File: src/rtl/qubo_energy_eval.sv
// QUBO energy evaluator: computes s^T Q s for a binary candidate one row per cycle
// and tracks the lowest energy seen since reset or clear_best.
module qubo_energy_eval #(
  parameter int N  = 4,
  parameter int EW = $clog2(N*N+1)
) (
  input  logic                clk,
  input  logic                rst,
  input  logic [N-1:0][N-1:0] Q,
  input  logic                s_valid,
  output logic                s_ready,
  input  logic [N-1:0]        s,
  output logic                e_valid,
  input  logic                e_ready,
  output logic [EW-1:0]       energy,
  output logic [N-1:0]        e_state,
  output logic [EW-1:0]       best_energy,
  output logic [N-1:0]        best_s,
  input  logic                clear_best
);

  localparam int RW = $clog2(N+1);

  typedef enum logic [1:0] {
    IDLE  = 2'd0,
    ACCUM = 2'd1,
    DONE  = 2'd2
  } state_t;

  state_t        state_r;
  state_t        state_nx_s;
  logic          s_ready_nx_s;
  logic          e_valid_nx_s;
  logic [N-1:0]  s_lat_r;
  logic [RW-1:0] row_r;
  logic [EW-1:0] acc_r;
  logic [EW-1:0] term_s;
  logic [EW-1:0] best_ref_s;
  logic          accum_s;
  logic          finish_s;

  // Contribution of one row: popcount(q_row & sv) when the row's own bit is set.
  function automatic logic [EW-1:0] row_term(input logic [N-1:0] q_row,
                                             input logic [N-1:0] sv,
                                             input logic         sel);
    logic [EW-1:0] cnt;
    cnt = {EW{1'b0}};
    for (int k = 0; k < N; k++) begin
      cnt = cnt + EW'(q_row[k] & sv[k]);
    end
    return sel ? cnt : {EW{1'b0}};
  endfunction

  // ACCUM spends N cycles adding rows, then one finishing cycle (row_r == N) loads the result.
  assign accum_s    = (state_r == ACCUM) && (row_r != RW'(N));
  assign finish_s   = (state_r == ACCUM) && (row_r == RW'(N));
  assign best_ref_s = clear_best ? {EW{1'b1}} : best_energy;

  // Row term for the current row index; only one row matches so OR-ing is safe.
  always_comb begin
    term_s = {EW{1'b0}};
    for (int i = 0; i < N; i++) begin
      term_s = term_s | ((row_r == RW'(i)) ? row_term(Q[i], s_lat_r, s_lat_r[i]) : {EW{1'b0}});
    end
  end

  // State register and handshake outputs.
  always_ff @(posedge clk) begin
    if (rst) begin
      state_r <= IDLE;
      s_ready <= 1'b1;
      e_valid <= 1'b0;
    end else begin
      state_r <= state_nx_s;
      s_ready <= s_ready_nx_s;
      e_valid <= e_valid_nx_s;
    end
  end

  // Next-state logic.
  always_comb begin
    state_nx_s = state_r;
    case (state_r)
      IDLE:    state_nx_s = s_valid ? ACCUM : IDLE;
      ACCUM:   state_nx_s = finish_s ? DONE : ACCUM;
      DONE:    state_nx_s = e_ready ? IDLE : DONE;
      default: state_nx_s = IDLE;
    endcase
  end

  // Handshake outputs decoded from the next state so they register alongside it.
  always_comb begin
    s_ready_nx_s = (state_nx_s == IDLE);
    e_valid_nx_s = (state_nx_s == DONE);
  end

  // Datapath: candidate latch, accumulator, result and best-so-far registers.
  always_ff @(posedge clk) begin
    if (rst) begin
      s_lat_r     <= {N{1'b0}};
      row_r       <= {RW{1'b0}};
      acc_r       <= {EW{1'b0}};
      energy      <= {EW{1'b0}};
      e_state     <= {N{1'b0}};
      best_energy <= {EW{1'b1}};
      best_s      <= {N{1'b0}};
    end else begin
      if ((state_r == IDLE) && s_valid) begin
        s_lat_r <= s;
        acc_r   <= {EW{1'b0}};
        row_r   <= {RW{1'b0}};
      end else if (accum_s) begin
        acc_r <= acc_r + term_s;
        row_r <= row_r + RW'(1);
      end
      if (finish_s) begin
        energy  <= acc_r;
        e_state <= s_lat_r;
      end
      // A coincident clear acts first, so the new result always wins over the cleared value.
      if (finish_s && (acc_r < best_ref_s)) begin
        best_energy <= acc_r;
        best_s      <= s_lat_r;
      end else if (clear_best) begin
        best_energy <= {EW{1'b1}};
        best_s      <= {N{1'b0}};
      end
    end
  end

endmodule

File: config.mk
export PLATFORM = sky130hd
export DESIGN_NAME = qubo_energy_eval
export DESIGN_NICKNAME = d
export VERILOG_FILES = /design/src/rtl/qubo_energy_eval.sv
export SDC_FILE = /design/constraint.sdc
export NUM_CORES = 1
export LEC_CHECK = 0
export CELL_PAD_IN_SITES_DETAIL_PLACEMENT = 1
export CELL_PAD_IN_SITES_GLOBAL_PLACEMENT = 1
export CORE_ASPECT_RATIO = 0.9
export CORE_UTILIZATION = 40
export CTS_CLUSTER_DIAMETER = 120
export CTS_CLUSTER_SIZE = 25
export DETAILED_ROUTE_END_ITERATION = 16
export HOLD_SLACK_MARGIN = 0.06
export PLACE_DENSITY_LB_ADDON = 0.1
export REMOVE_ABC_BUFFERS = 1
export SETUP_SLACK_MARGIN = 0.3
export SLEW_MARGIN = 15
export SYNTH_ARGS = -nofsm -noshare
export SYNTH_HDL_FRONTEND = slang
export SYNTH_SLANG_ARGS = --single-unit
File: constraint.sdc
create_clock -name clk -period 5.15 [get_ports clk]
set_input_delay 1.03 -clock clk [delete_from_list [all_inputs] [get_ports clk]]
set_output_delay 1.03 -clock clk [all_outputs]
set_load 0.02 [all_outputs]
# After elaboration in Yosys (flattened, before gate mapping)
# Index checks and enable logic that the tools add are counted.
dict set report totals {
  regBits 34
  input_bits 25
  out_inout_bits 20
  wordCells 77
}
dict set report classes {
  addsub 14
  n_lt_le_gt_ge 1
  n_eq_ne 8
  n_mux 16
  bitwise_logic 19
  n_reduce_logical 9
}
# operator n
set ops {}
lappend ops {{2-to-1 mux 4 bit} 10}
lappend ops {{adder 3 x 1 -> 4 bit} 4}
lappend ops {{bitwise AND 1 bit} 16}
lappend ops {{adder 2 x 1 -> 3 bit} 4}
lappend ops {{bitwise OR 4 bit} 3}
lappend ops {{2-to-1 mux 5 bit} 2}
lappend ops {{adder 1 x 1 -> 2 bit} 4}
lappend ops {{equality test 3 x 2 -> 1 bit (second input constant)} 2}
lappend ops {{one-hot mux 2 bit (3 select lines)} 1}
lappend ops {{adder 5 x 4 -> 5 bit} 1}
lappend ops {{less-than comparator 5 bit} 1}
lappend ops {{equality test 2 bit (second input constant)} 2}
lappend ops {{logical AND 1 bit} 4}
lappend ops {{logical NOT 2 bit} 2}
lappend ops {{2-to-1 mux 2 bit} 2}
lappend ops {{adder 3 x 1 -> 3 bit (second input constant)} 1}
lappend ops {{equality test 3 x 1 -> 1 bit (second input constant)} 1}
lappend ops {{equality test 3 bit (second input constant)} 1}
lappend ops {{logical NOT 3 bit} 1}
lappend ops {{inequality test 3 bit (second input constant)} 1}
lappend ops {{equality test 2 x 1 -> 1 bit (second input constant)} 1}
lappend ops {{nonzero test 2 bit} 1}
lappend ops {{OR reduction 2 bit} 1}
lappend ops {{2-to-1 mux 1 bit} 1}

# Logic depth before layout (Yosys ltp)
dict set report depth {
  ltp_word 10
  mapped_depth 13
  depth_no_buf 12
}

# Worst setup path before layout
# Ideal clock, no wire load.
dict set report synth_path {
  path_kind {input to register}
  startpoint {in Q[12] (netlist name)}
  endpoint {reg acc_r[4]}
  setup_ns 0.115
  arrival_time_ns 3.239
  required_ns 5.035
  setup_slack_ns 1.795
  path_stages 12
  n_path_buf 0
  cell_sequence {nand2_1 fa_1 inv_1 ha_1 ha_1 a32oi_1 nand2_1 fa_1 a21oi_1 nand4b_1 xor2_1 nor2_1}
}
dict set report synth_between {
  elab_chain_cells 8
}
# element line
set synth_lines {}
lappend synth_lines {{from (decl)} 9} ;# input logic [N-1:0][N-1:0] Q,
lappend synth_lines {{bitwise AND 1 bit} 49} ;# cnt = cnt + EW'(q_row[k] & sv[k]);
lappend synth_lines {{adder 1 x 1 -> 2 bit} 49}
lappend synth_lines {{adder 2 x 1 -> 3 bit} 49}
lappend synth_lines {{adder 3 x 1 -> 4 bit} 49}
lappend synth_lines {{2-to-1 mux 4 bit} 51} ;# return sel ? cnt : {EW{1'b0}};
lappend synth_lines {{2-to-1 mux 4 bit} 63} ;# term_s = term_s | ((row_r == RW'(i)) ? row_term(Q[i], s_lat_r, s_lat_r[i]) : {EW{1'b0}});
lappend synth_lines {{bitwise OR 4 bit} 63}
lappend synth_lines {{adder 5 x 4 -> 5 bit} 113} ;# acc_r <= acc_r + term_s;
lappend synth_lines {{to (signal assigned)} 102} ;# acc_r <= {EW{1'b0}};
lappend synth_lines {{to (signal assigned)} 110} ;# acc_r <= {EW{1'b0}};
lappend synth_lines {{to (signal assigned)} 113}
lappend synth_lines {{to (decl)} 36} ;# logic [EW-1:0] acc_r;
# No other way between the ends.
# A chain may end at the register's enable or synchronous reset.

# Worst setup path after layout
# Ends and elaborated chain as after synthesis.

==> flow_summary.json <==
{
  "io_buffer_count": 44,
  "grt_pass1_wl_um": 8480,
  "final_antenna_net_count": 0,
  "synth_simple_gate_area_share": 0.223,
  "clk-insertion-delay-late_ps": 280,
  "synth_compound_area_frac": 0.138,
  "finClkSkew_ps": 5.08,
  "post_dp_cell_area_sq_um": 2410,
  "synth_most_common_cell": "nand2_1",
  "pre_cts_ws_ps": 1130,
  "fp.coreArea_sq_um": 4550,
  "dieArea_sq_um": 5130,
  "final.setup.worst_slack_ps": 1410,
  "grt_max_degree": 20,
  "ys_warn_count": 0,
  "dp_cells": 318,
  "avgSynthCellArea_sq_um": 8.77,
  "synth-adder-area-share": 0.181,
  "fillerInstances": 565,
  "synthTopCellsByCount": "37 x nand2_1, 34 x dfxtp_1, 20 x a21oi_1, 20 x ha_1, 20 x nor2_1",
  "route.detailed.drc": 0,
  "synth_edf_count": 0,
  "drive_gt1_frac": 0.0496,
  "globalplace.congestion": 0.753,
  "synth-seq-cells": 34,
  "leakage_nw": 1.02,
  "hp-class": "reg -> reg",
  "grt_pass1_vias": 1775,
  "viasPerCell": 5.22,
  "rsz0062_at_grt": "false",
  "postSynth.asyncResetShare": 0,
  "ios": 45,
  "wl_um": 5050,
  "seq_area_frac_synth": 0.351,
  "clock-sinks": 34,
  "postCtsSetupRepairBufs": 0,
  "syn_area_sq_um": 1940,
  "grt_usage": 0.224,
  "synth_area_leader_cell": "dfxtp_1",
  "final_hold_viol_count": 0,
  "max_freq_mhz": 267,
  "avgRoutedWirePerCell_um": 15.6,
  "n_antenna_cell": 0,
  "tritoncts": "done",
  "crit_path_end_kind": "register",
  "root_buffer": "clkbuf_8",
  "design_area_sq_um": 2500,
  "outcome": "finished clean",
  "h-tree-depth": 2,
  "cap_violations": 0,
  "netlist_instances": 221,
  "synth_flop_cell": "dfxtp_1",
  "area_growth_pct": 28.9,
  "first_pass_iters": 4,
  "cp.arrival_ps": 3920,
  "finalSetupTns_ps": 0,
  "grt-ovfl-total": 0,
  "synth_area_leaders": "dfxtp_1 35%, ha_1 13%, nand2_1 7.2%, a21oi_1 5.2%, fa_1 5.2%",
  "crit_type": "in -> reg",
  "initial_core_util": 0.426,
  "max-clock-path-buffers": 2,
  "synth_top_family_by_area": "simple AND/OR/NAND/NOR gates",
  "period_share": 0.727,
  "setup_viol": 0,
  "antenna_found_initial": 0,
  "min_period_ps": 3740,
  "cts-hold-fix-buffers": 0,
  "critPathLaunchType": "input pin",
  "synthDominantCellAreaShare": 0.351,
  "yosys.area_share.xor_xnor": 0.0136,
  "hpwlAfterDp_um": 3790,
  "ir_worst_vdd_mv": 0.167,
  "timing.slew.headroom": 0.578,
  "path_max_fanout": 2,
  "die_x_um": 75.4,
  "num_vias": 1691,
  "worst_slew_pin_slew_ps": 631,
  "die_y_um": 68.0,
  "cts_resized": 0,
  "row_count": 23,
  "critPathRequiredTime_ps": 5320,
  "fin_cells": 324,
  "first_iter_violations": 53,
  "cts_buffers": 5,
  "synth.distinct_cells": 34,
  "powerDensity_nw_per_um2": 220,
  "fin_nets": 313,
  "final-max-slew-violation-count": 0,
  "clk_pin_slew_worst_paths_ps": 70,
  "synth_mux_area_frac": 0.0465
}
[final timing paths]
check | from | to | slack (ps) | cells after the start
min reg2reg | e_state[1] | e_state[1] | 460 | 2
max | Q[12] | acc_r[4] | 1410 | 13
min | e_state[1] | e_state[1] | 460 | 2
max reg2reg | s_lat_r[0] | acc_r[4] | 2040 | 12
[where the power goes]
group          switching, mW  total [mW]  internal [mW]
Clock                 0.0912       0.194          0.103
Combinational         0.0385      0.0762         0.0377
Sequential            0.0103       0.280          0.270
Total                  0.140       0.551          0.411
[metrics by stage]
stage           util  hold WS (ps)  power [mW]
2_1_floorplan      -           464       0.320
3_3_place_gp   0.531           443       0.360
3_5_place_dp   0.531           451       0.362
4_1_cts        0.549           461       0.557
5_1_grt        0.549           487       0.579
6_report       0.549           458       0.551
[area by class of cell]
class / instances / area [sq um] / area share
Clock buffer: 6 / 82.6 / 0.0331
Tap cell: 62 / 77.6 / 0.0311
Multi-Input combinational cell: 166 / 1170 / 0.467
Sequential cell: 34 / 681 / 0.273
Timing Repair Buffer: 45 / 448 / 0.179
Inverter: 11 / 41.3 / 0.0165
[cell usage in the layout, fill, tap and decap left out, drive strengths merged, types with 6 or more instances in the layout]
master         Yosys  final
a21oi             20     20
dfxtp             34     34
clkbuf             6      6
clkdlybuf4s50      0     44
mux2i              9      9
nor2              21     21
nand2             37     37
ha                20     20
and2              11     11
inv               11     11
[sequential cells by signal (all words and copies together), names as in the netlist, 2 cells and up]
name	flops
best_s	4
row_r	3
state_r	2
energy	5
acc_r	5
e_state	4
best_energy	5
s_lat_r	4
[layer usage]
metal / track usage / share of wire
met3: 0.0442 / 0.050
met2: 0.378 / 0.46
met1: 0.289 / 0.48
met4: 0.0694 / 0.012
met5: 0 / 0
[logic make-up (layout without fill, tap and decap cells)]
family / count (synthesis) / in the layout
AOI/OAI and AO/OA: 40 / 40
xor gates and xnor gates: 3 / 3
adders and majority gates: 25 / 25
buffers and inverters: 21 / 62
DFF: 34 / 34
muxes: 9 / 9
and+or+nand+nor: 89 / 89
[critical path, stage by stage]
cell and delay, ps:
clkdlybuf4s50_1 450, nand2_1 80, fa_1 550, inv_1 40, ha_1 190, ha_1 280, a32oi_1 190, nand2_1 130
fa_1 450, a21oi_1 170, nand4b_1 140, xor2_1 150, nor2_1 50
No activity file was read; power rests on OpenSTA's default activity.
